<file path="src/rtl/animation_scheduler_pkg.sv">
// Shared types and default timing constants for the animation frame sequencer.
package animation_scheduler_pkg;

    localparam int unsigned PHASE_W                = 8;
    localparam int unsigned STEP_W                 = 3;
    localparam int unsigned DEF_NUM_PATTERNS       = 4;
    localparam int unsigned DEF_PAT_W              = 2;
    localparam int unsigned DEF_FRAMES_PER_PATTERN = 240;
    localparam int unsigned DEF_FADE_FRAMES        = 16;

    typedef enum logic {
        S_RUN  = 1'b0,
        S_FADE = 1'b1
    } state_e;

endpackage

</file>
<file path="src/rtl/edge_detect_rise.sv">
// One-bit rising-edge detector; the pulse is combinational from the registered previous sample.
module edge_detect_rise (
    input  logic clk,
    input  logic rst_n,
    input  logic d_i,
    output logic rise_c_o
);

    logic d_q;

    always_ff @(posedge clk or negedge rst_n) begin
        if (!rst_n) begin
            d_q <= 1'b0;
        end else begin
            d_q <= d_i;
        end
    end

    assign rise_c_o = d_i & ~d_q;

endmodule

</file>
<file path="src/rtl/animation_scheduler.sv">
// Frame sequencer: gates vsync edges into frame ticks, advances the phase and rotates patterns through a fade.
module animation_scheduler
    import animation_scheduler_pkg::*;
#(
    parameter int unsigned NUM_PATTERNS       = DEF_NUM_PATTERNS,
    parameter int unsigned PAT_W              = DEF_PAT_W,
    parameter int unsigned FRAMES_PER_PATTERN = DEF_FRAMES_PER_PATTERN,
    parameter int unsigned FADE_FRAMES        = DEF_FADE_FRAMES
) (
    input  logic               clk,
    input  logic               rst_n,
    input  logic               vsync,
    input  logic               paused,
    input  logic [STEP_W-1:0]  step_size,
    input  logic               step_req,
    input  logic               auto_cycle,
    output logic               frame_tick,
    output logic [PHASE_W-1:0] phase,
    output logic [PAT_W-1:0]   pattern_sel,
    output logic               fade_active,
    output logic [PHASE_W-1:0] fade_level
);

    localparam int unsigned CNT_W = $clog2(FRAMES_PER_PATTERN);

    logic               vs_rise_c;
    logic               step_pending_q, step_pending_d;
    logic               frame_tick_q, frame_tick_d;
    logic [PHASE_W-1:0] phase_q;
    logic [PAT_W-1:0]   pattern_sel_q;
    logic               fade_active_q;
    logic [PHASE_W-1:0] fade_level_q;
    logic [CNT_W-1:0]   frame_cnt_q;
    state_e             state_q;

    edge_detect_rise u_vsync_rise (
        .clk      (clk),
        .rst_n    (rst_n),
        .d_i      (vsync),
        .rise_c_o (vs_rise_c)
    );

    // A pending step is consumed by the next edge; a request coincident with an edge waits for the following one.
    always_comb begin
        step_pending_d = 1'b0;
        frame_tick_d   = vs_rise_c & (~paused | step_pending_q);
        if (paused) begin
            step_pending_d = (step_pending_q & ~vs_rise_c) | step_req;
        end
    end

    always_ff @(posedge clk or negedge rst_n) begin
        if (!rst_n) begin
            step_pending_q <= 1'b0;
            frame_tick_q   <= 1'b0;
        end else begin
            step_pending_q <= step_pending_d;
            frame_tick_q   <= frame_tick_d;
        end
    end

    // Per-frame sequencing: run/fade state machine, all updates qualified by the registered tick.
    always_ff @(posedge clk or negedge rst_n) begin
        if (!rst_n) begin
            state_q       <= S_RUN;
            phase_q       <= '0;
            pattern_sel_q <= '0;
            fade_active_q <= 1'b0;
            fade_level_q  <= '0;
            frame_cnt_q   <= '0;
        end else if (frame_tick_q) begin
            phase_q <= phase_q + PHASE_W'(step_size);
            case (state_q)
                S_RUN: begin
                    if (!auto_cycle) begin
                        frame_cnt_q <= '0;
                    end else if (frame_cnt_q == CNT_W'(FRAMES_PER_PATTERN - 1)) begin
                        state_q       <= S_FADE;
                        frame_cnt_q   <= '0;
                        fade_level_q  <= '0;
                        fade_active_q <= 1'b1;
                    end else begin
                        frame_cnt_q <= frame_cnt_q + CNT_W'(1);
                    end
                end
                S_FADE: begin
                    if (fade_level_q == PHASE_W'(FADE_FRAMES - 1)) begin
                        state_q       <= S_RUN;
                        fade_active_q <= 1'b0;
                        fade_level_q  <= '0;
                        phase_q       <= '0;
                        if (pattern_sel_q == PAT_W'(NUM_PATTERNS - 1)) begin
                            pattern_sel_q <= '0;
                        end else begin
                            pattern_sel_q <= pattern_sel_q + PAT_W'(1);
                        end
                    end else begin
                        fade_level_q <= fade_level_q + PHASE_W'(1);
                    end
                end
                default: begin
                    state_q <= S_RUN;
                end
            endcase
        end
    end

    assign frame_tick  = frame_tick_q;
    assign phase       = phase_q;
    assign pattern_sel = pattern_sel_q;
    assign fade_active = fade_active_q;
    assign fade_level  = fade_level_q;

endmodule

</file>
<file path="config.mk">
export PLATFORM = sky130hd
export DESIGN_NAME = animation_scheduler
export DESIGN_NICKNAME = d
export VERILOG_FILES = /design/src/rtl/animation_scheduler_pkg.sv /design/src/rtl/edge_detect_rise.sv /design/src/rtl/animation_scheduler.sv
export SDC_FILE = /design/constraint.sdc
export NUM_CORES = 1
export LEC_CHECK = 0
export CAP_MARGIN = 5
export CORE_MARGIN = 2
export CORE_UTILIZATION = 56
export DETAILED_ROUTE_END_ITERATION = 10
export DONT_BUFFER_PORTS = 1
export GPL_ROUTABILITY_DRIVEN = 0
export MAX_ROUTING_LAYER = met4
export PLACE_DENSITY = 0.74
export SYNTH_ARGS = -nofsm -noshare
export SYNTH_HDL_FRONTEND = slang
export SYNTH_SLANG_ARGS = --single-unit
</file>
<file path="constraint.sdc">
create_clock -name clk -period 1.7 [get_ports clk]
set_input_delay 0.34 -clock clk [delete_from_list [all_inputs] [get_ports clk]]
set_output_delay 0.34 -clock clk [all_outputs]
set_load 0.02 [all_outputs]
</file>
[Word level (Yosys, flattened, before mapping)]
Index checks and enable logic that the tools add are counted.
Storage, ports and cells
  output and inout bits: 20
  bits in registers: 31
  bits of input ports: 9
  logic and storage cells: 50
Operators by class
  $add $sub $neg: 4
  bitwise gates (word level): 9
  eq/ne operators: 6
  multiplexer cells: 18
  reduce and logical (&&, ||, !) cells: 4
Operators by type and width (number)
  2-to-1 mux 8 bit: 7
  adder 8 x 1 -> 8 bit (second input constant): 2
  case mux 8 bit (2 select lines): 1
  adder 8 x 3 -> 8 bit: 1
  == test 8 x 4 -> 1 bit (second input constant): 1
  == test 8 bit (second input constant): 1
  2-to-1 mux 1 bit: 7
  AND reduction 3 bit: 2
  != test 2 bit (second input constant): 2
  inverter 1 bit: 4
  case mux 1 bit (2 select lines): 2
  AND reduction 4 bit: 1
  AND 1 bit: 3
  adder 2 x 1 -> 2 bit (second input constant): 1
  == test 2 bit (second input constant): 1
  2-to-1 mux 2 bit: 1
  != test 2 x 1 -> 1 bit (second input constant): 1
  bitwise OR 1 bit: 2
  AND reduction 2 bit: 1

[Logic depth before layout (Yosys ltp)]
  depth after elaboration: 6
  mapped depth: 6
  gate-level depth less buffers: 6

[By module]
Synthesis repeated with hierarchy kept, for this count alone.
Second synthesis, totals
  cell total of the unflattened synthesis: 175
  area total of the unflattened synthesis: 1692.9 µm²
Modules (own cells, without submodules)
  animation_scheduler: seq. area each 750.7 µm², cells an instance 173, times used 1, area each 1654.1 µm²
  edge_detect_rise: seq. area each 25.0 µm², cells an instance 2, times used 1, area each 38.8 µm²

[Least setup slack after synthesis]
No wires, ideal clock.
  kind: register to register
  start: register fade_level_q[5], in the netlist fade_level[5]
  end: register pattern_sel_q[0], in the netlist pattern_sel[0]
  clock period less this slack: 1944 ps
  path slack: -244 ps
  buffers on the path: 1
  setup time: 125 ps
  stages on the path, launching flop included: 6
  required time: 1575 ps
  data arrival time: 1819 ps
  path through: dfrtp_1 or3_1 or3_1 buf_6 nor2_8 mux2_4
On the way
  longest elaborated chain between the ends: 2
RTL lines
  start, declared: RTL line animation_scheduler.sv:32  | logic [PHASE_W-1:0] fade_level_q;
  start signal, assigned: RTL line animation_scheduler.sv:98  | fade_level_q <= fade_level_q + PHASE_W'(1);
  == test 8 x 4 -> 1 bit: RTL line animation_scheduler.sv:87  | if (fade_level_q == PHASE_W'(FADE_FRAMES - 1)) begin
  AND reduction 3 bit (no line)
  end signal, assigned: RTL line animation_scheduler.sv:95  | pattern_sel_q <= pattern_sel_q + PAT_W'(1);
  end, declared: RTL line animation_scheduler.sv:30  | logic [PAT_W-1:0] pattern_sel_q;
No other way between the ends.
A chain may end at the register's enable or synchronous reset.

[Worst setup path in the final report]
  start: register fade_level_q[7], in the netlist fade_level[7]
  end: register pattern_sel_q[0], in the netlist pattern_sel[0]
The elaborated chain is that of the path after synthesis.

==> metrics.csv <==
stage,metric,value,unit
die,floorplan core area,2758,um2
global_route,maximum number of pins on one net before global-route repair,32,
setup_path,class of the most critical setup path,register to register,
power,Lkg Pwr,0.9219,nW
power,Sw Ratio,0.3410,
synthesis,Mapped Area,1619,um2
cells_and_area,relative area change from synthesis to final layout,21.17,%
timing,slew margin rel.,0.7362,
die,I/O Pins,29,
cells_and_area,diodes inserted,0,
die,standard-cell row count,19,
routing,"antenna viol nets, final",0,
status,failing checks,setup timing,
power,design internal power,1.521,mW
hold_path,class of the worst hold path,primary input to register,
job,MaxCap Viol Count,0,
cts,CTS tree,yes,
setup_path,reg2reg setup slack,-0.03,ns
cells_and_area,utilization after layout,0.7114,
routing,Post-route DRC,0,
placement,detailed-placement wirelength estimate,2558,um
timing,final worst clock skew,0.008621,ns
setup_path,slowest cell on the critical path,sky130_fd_sc_hd__dfrtp_2,
synthesis,number of flops mapped to enable cells by yosys,0,
placement,worst slack at placement,-0.1263,ns
synthesis,count of mapped cells out of synthesis,162,
synthesis,Post-Synthesis Mean Instance Area,9.994,um2
status,run status,finished with violations,
power,clock network fraction of total power,0.263,
timing,setup repair after global routing missed its margin,true,
setup_path,cell chain of the critical path,or3_4 -> or3_4 -> nor2_8 -> mux2_4,
timing,final count of negative-setup-slack endpoints,2,
global_route,GRT Residual Overflow,0,
global_route,number of antenna violations at the first check in global routing,0,
power,largest vdd supply drop,1.131,mV
routing,total number of vias,1322,
setup_path,count of buffer and inverter cells on the critical path,0,
cells_and_area,net count of the finished layout,206,
power,switching pwr,0.7871,mW
synthesis,number of different library cells in the post-synthesis netlist,40,
power,Power per Cell Area,1177,nW/um2
power,relative contribution of combinational cells to total power,0.304,
setup_path,arrival time at the worst endpoint,1.96,ns
setup_path,nature of the critical path endpoint,register,
timing,final critical-path setup slack,-0.03003,ns
routing,drt pass-1 iters,4,
synthesis,number of warnings reported in the yosys synthesis log,0,
cts,maximum level of the CTS H-tree,2,
die,die span in y,57.77,um
global_route,wire length of the first global-routing pass,5678,um
cts,insertion delay to the later sink of the worst-skew pair,0.34,ns
setup_path,cell type with the highest occurrence count on the critical path,sky130_fd_sc_hd__or3_4,
power,fraction of power consumed by sequential logic,0.433,
routing,drt first-iter violations,41,
global_route,vias in the first global route,1285,
routing,wire length on met3,243,um
timing,count of final max-slew check failures,0,
synthesis,top post-synthesis cells by area,"sky130_fd_sc_hd__dfrtp_1, sky130_fd_sc_hd__xnor2_1, sky130_fd_sc_hd__ha_1",
die,initial standard-cell utilization of the core,0.5871,
timing,ratio of final minimum period to clock period,1.018,
synthesis,"area leader, netlist",sky130_fd_sc_hd__dfrtp_1,
routing,average routed wire per standard cell,16.09,um
timing,final hold violation count,0,
timing,final critical delay including setup and external delays,1.730,ns
setup_path,CP startpoint kind,register,
routing,via count normalized by instance count,5.955,
routing,highest metal layer with signal wires,met4,
die,Die X-Extent,57.77,um
synthesis,fraction of synthesis flops using an asynchronous set or reset pin,1.000,
routing,routed wire length,3573,um
timing,highest achievable clock rate,578.0,MHz
synthesis,share of the yosys chip area belonging to registers,0.4791,
routing,met1 routed wirelength after detailed routing,1467,um
synthesis,share of the synthesized area in the top cell type,0.4791,
cts,sink count of the clock tree,31,
setup_path,peak fanout along the critical path,5,
timing,Worst Max-Slew Pin Slew,0.3934,ns
die,die area,3337,um2
setup_path,Slowest Stage Delay on Critical Path,0.42,ns
cells_and_area,share of cells above drive strength 1,0.2513,
synthesis,Synth Net Count,178,
cts,clock slew at reported path FFs,0.10,ns
cts,clock root buffer,sky130_fd_sc_hd__clkbuf_4,
cts,Max Root-Sink Buffers,2,
cts,Num CTS Buffers,5,
setup_path,"Largest delay share family, worst path",simple AND/OR/NAND/NOR gates,
routing,metal2 WL,1796,um
synthesis,post-synthesis register bit count,31,
synthesis,most used flip-flop cell after synthesis,sky130_fd_sc_hd__dfrtp_1,
setup_path,WP data required,1.93,ns
placement,Port Buffers,0,
global_route,All-Layer GR Usage,0.2347,
synthesized netlist by cell type, types with 3 or more instances:
master                       n
sky130_fd_sc_hd__a21oi_1     7
sky130_fd_sc_hd__and3_1      4
sky130_fd_sc_hd__clkbuf_1    3
sky130_fd_sc_hd__dfrtp_1    31
sky130_fd_sc_hd__ha_1        6
sky130_fd_sc_hd__inv_1       7
sky130_fd_sc_hd__nand2_1    16
sky130_fd_sc_hd__nand2b_1    3
sky130_fd_sc_hd__nand3_1     4
sky130_fd_sc_hd__nand4_1     4
sky130_fd_sc_hd__nor2_1     20
sky130_fd_sc_hd__nor4_1      3
sky130_fd_sc_hd__o21ai_0     4
sky130_fd_sc_hd__o22ai_1     4
sky130_fd_sc_hd__o2bb2ai_1   4
sky130_fd_sc_hd__or3_1       4
sky130_fd_sc_hd__xnor2_1    10
cells by family after synthesis:
family                   share of synthesized area
multiplexers                               0.02473
buffers and inverters                      0.03478
AND/OR/NAND/NOR                             0.2179
adder cells (fa/ha/maj)                    0.05873
AO/OA/AOI/OAI                               0.1252
flip-flops                                  0.4791
XOR/XNOR                                   0.05950
stage by stage:
stage               total power, mW  cell area [um2]  hold WS (ns)  cells  setup TNS (ns)
floorplan                     1.417             1627       0.04441    162         -0.3232
global placement              1.621             1785       0.04511    208         -0.3572
detailed placement            1.658             1785       0.04530    208         -0.5307
CTS                           2.308             1929      0.005870    220        -0.01470
global route                  2.444             1962       0.06724    222         -0.1596
finish                        2.308             1962       0.07315    222        -0.05791
power by group through the flow:
stage / combinational (mW) / clock, mW / sequential (mW)
floorplan: 0.293 / 0 / 1.12
global placement: 0.614 / 0 / 1.01
detailed placement: 0.643 / 0 / 1.02
CTS: 0.686 / 0.623 / 0.999
global route: 0.778 / 0.651 / 1.01
finish: 0.703 / 0.607 / 0.999
sequential cells by signal, indices dropped and copies added (netlist names):
register	count
pattern_sel	2
fade_level	8
step_pending_q	1
u_vsync_rise.d_q	1
phase	8
state_q	1
fade_active	1
frame_tick	1
frame_cnt_q	8
timing repair:
item,in CTS,in global routing
setup buffers,2,1
hold buffers,2,1
resized for setup,3,3
hold endpoints to repair,31,1
pin swaps,0,1
endpoints found under the setup margin,13,11
area by class of cell:
cell class / instances / area [um2]
multi-input combinational: 119 / 817.0
fill: 216 / 795.8
sequential: 31 / 780.7
timing repair buffer: 26 / 212.7
clock buffer: 6 / 51.30
tap: 31 / 38.79
clock inverter: 2 / 35.03
inverter: 7 / 26.28
path summary, 6_finish.rpt:
check	to	start	depth (start not counted)
min in group asynchronous	fade_level[2]	rst_n	2
min	frame_tick	paused	1
max reg2reg	pattern_sel[0]	fade_level[7]	4
min reg2reg	frame_tick	step_pending_q	2
max in group asynchronous	fade_level[7]	rst_n	2
max	pattern_sel[0]	fade_level[7]	4
per-layer routing:
metal,track usage,vias to the layer above
met5,-,-
met4,0.1130,0
met3,0.06920,8
met2,0.3653,41
met1,0.2796,644
li1,-,629
placed cells by master (no fill, tap or decap), types with 5 or more instances in the layout:
master                     count
sky130_fd_sc_hd__buf_4        23
sky130_fd_sc_hd__nor2_1       20
sky130_fd_sc_hd__dfrtp_1      27
sky130_fd_sc_hd__ha_1          5
sky130_fd_sc_hd__xnor2_1      10
sky130_fd_sc_hd__nand2_1      16
sky130_fd_sc_hd__inv_1         7
sky130_fd_sc_hd__clkbuf_4      5
sky130_fd_sc_hd__a21oi_1       6
Power figures use the tool's default switching activity.
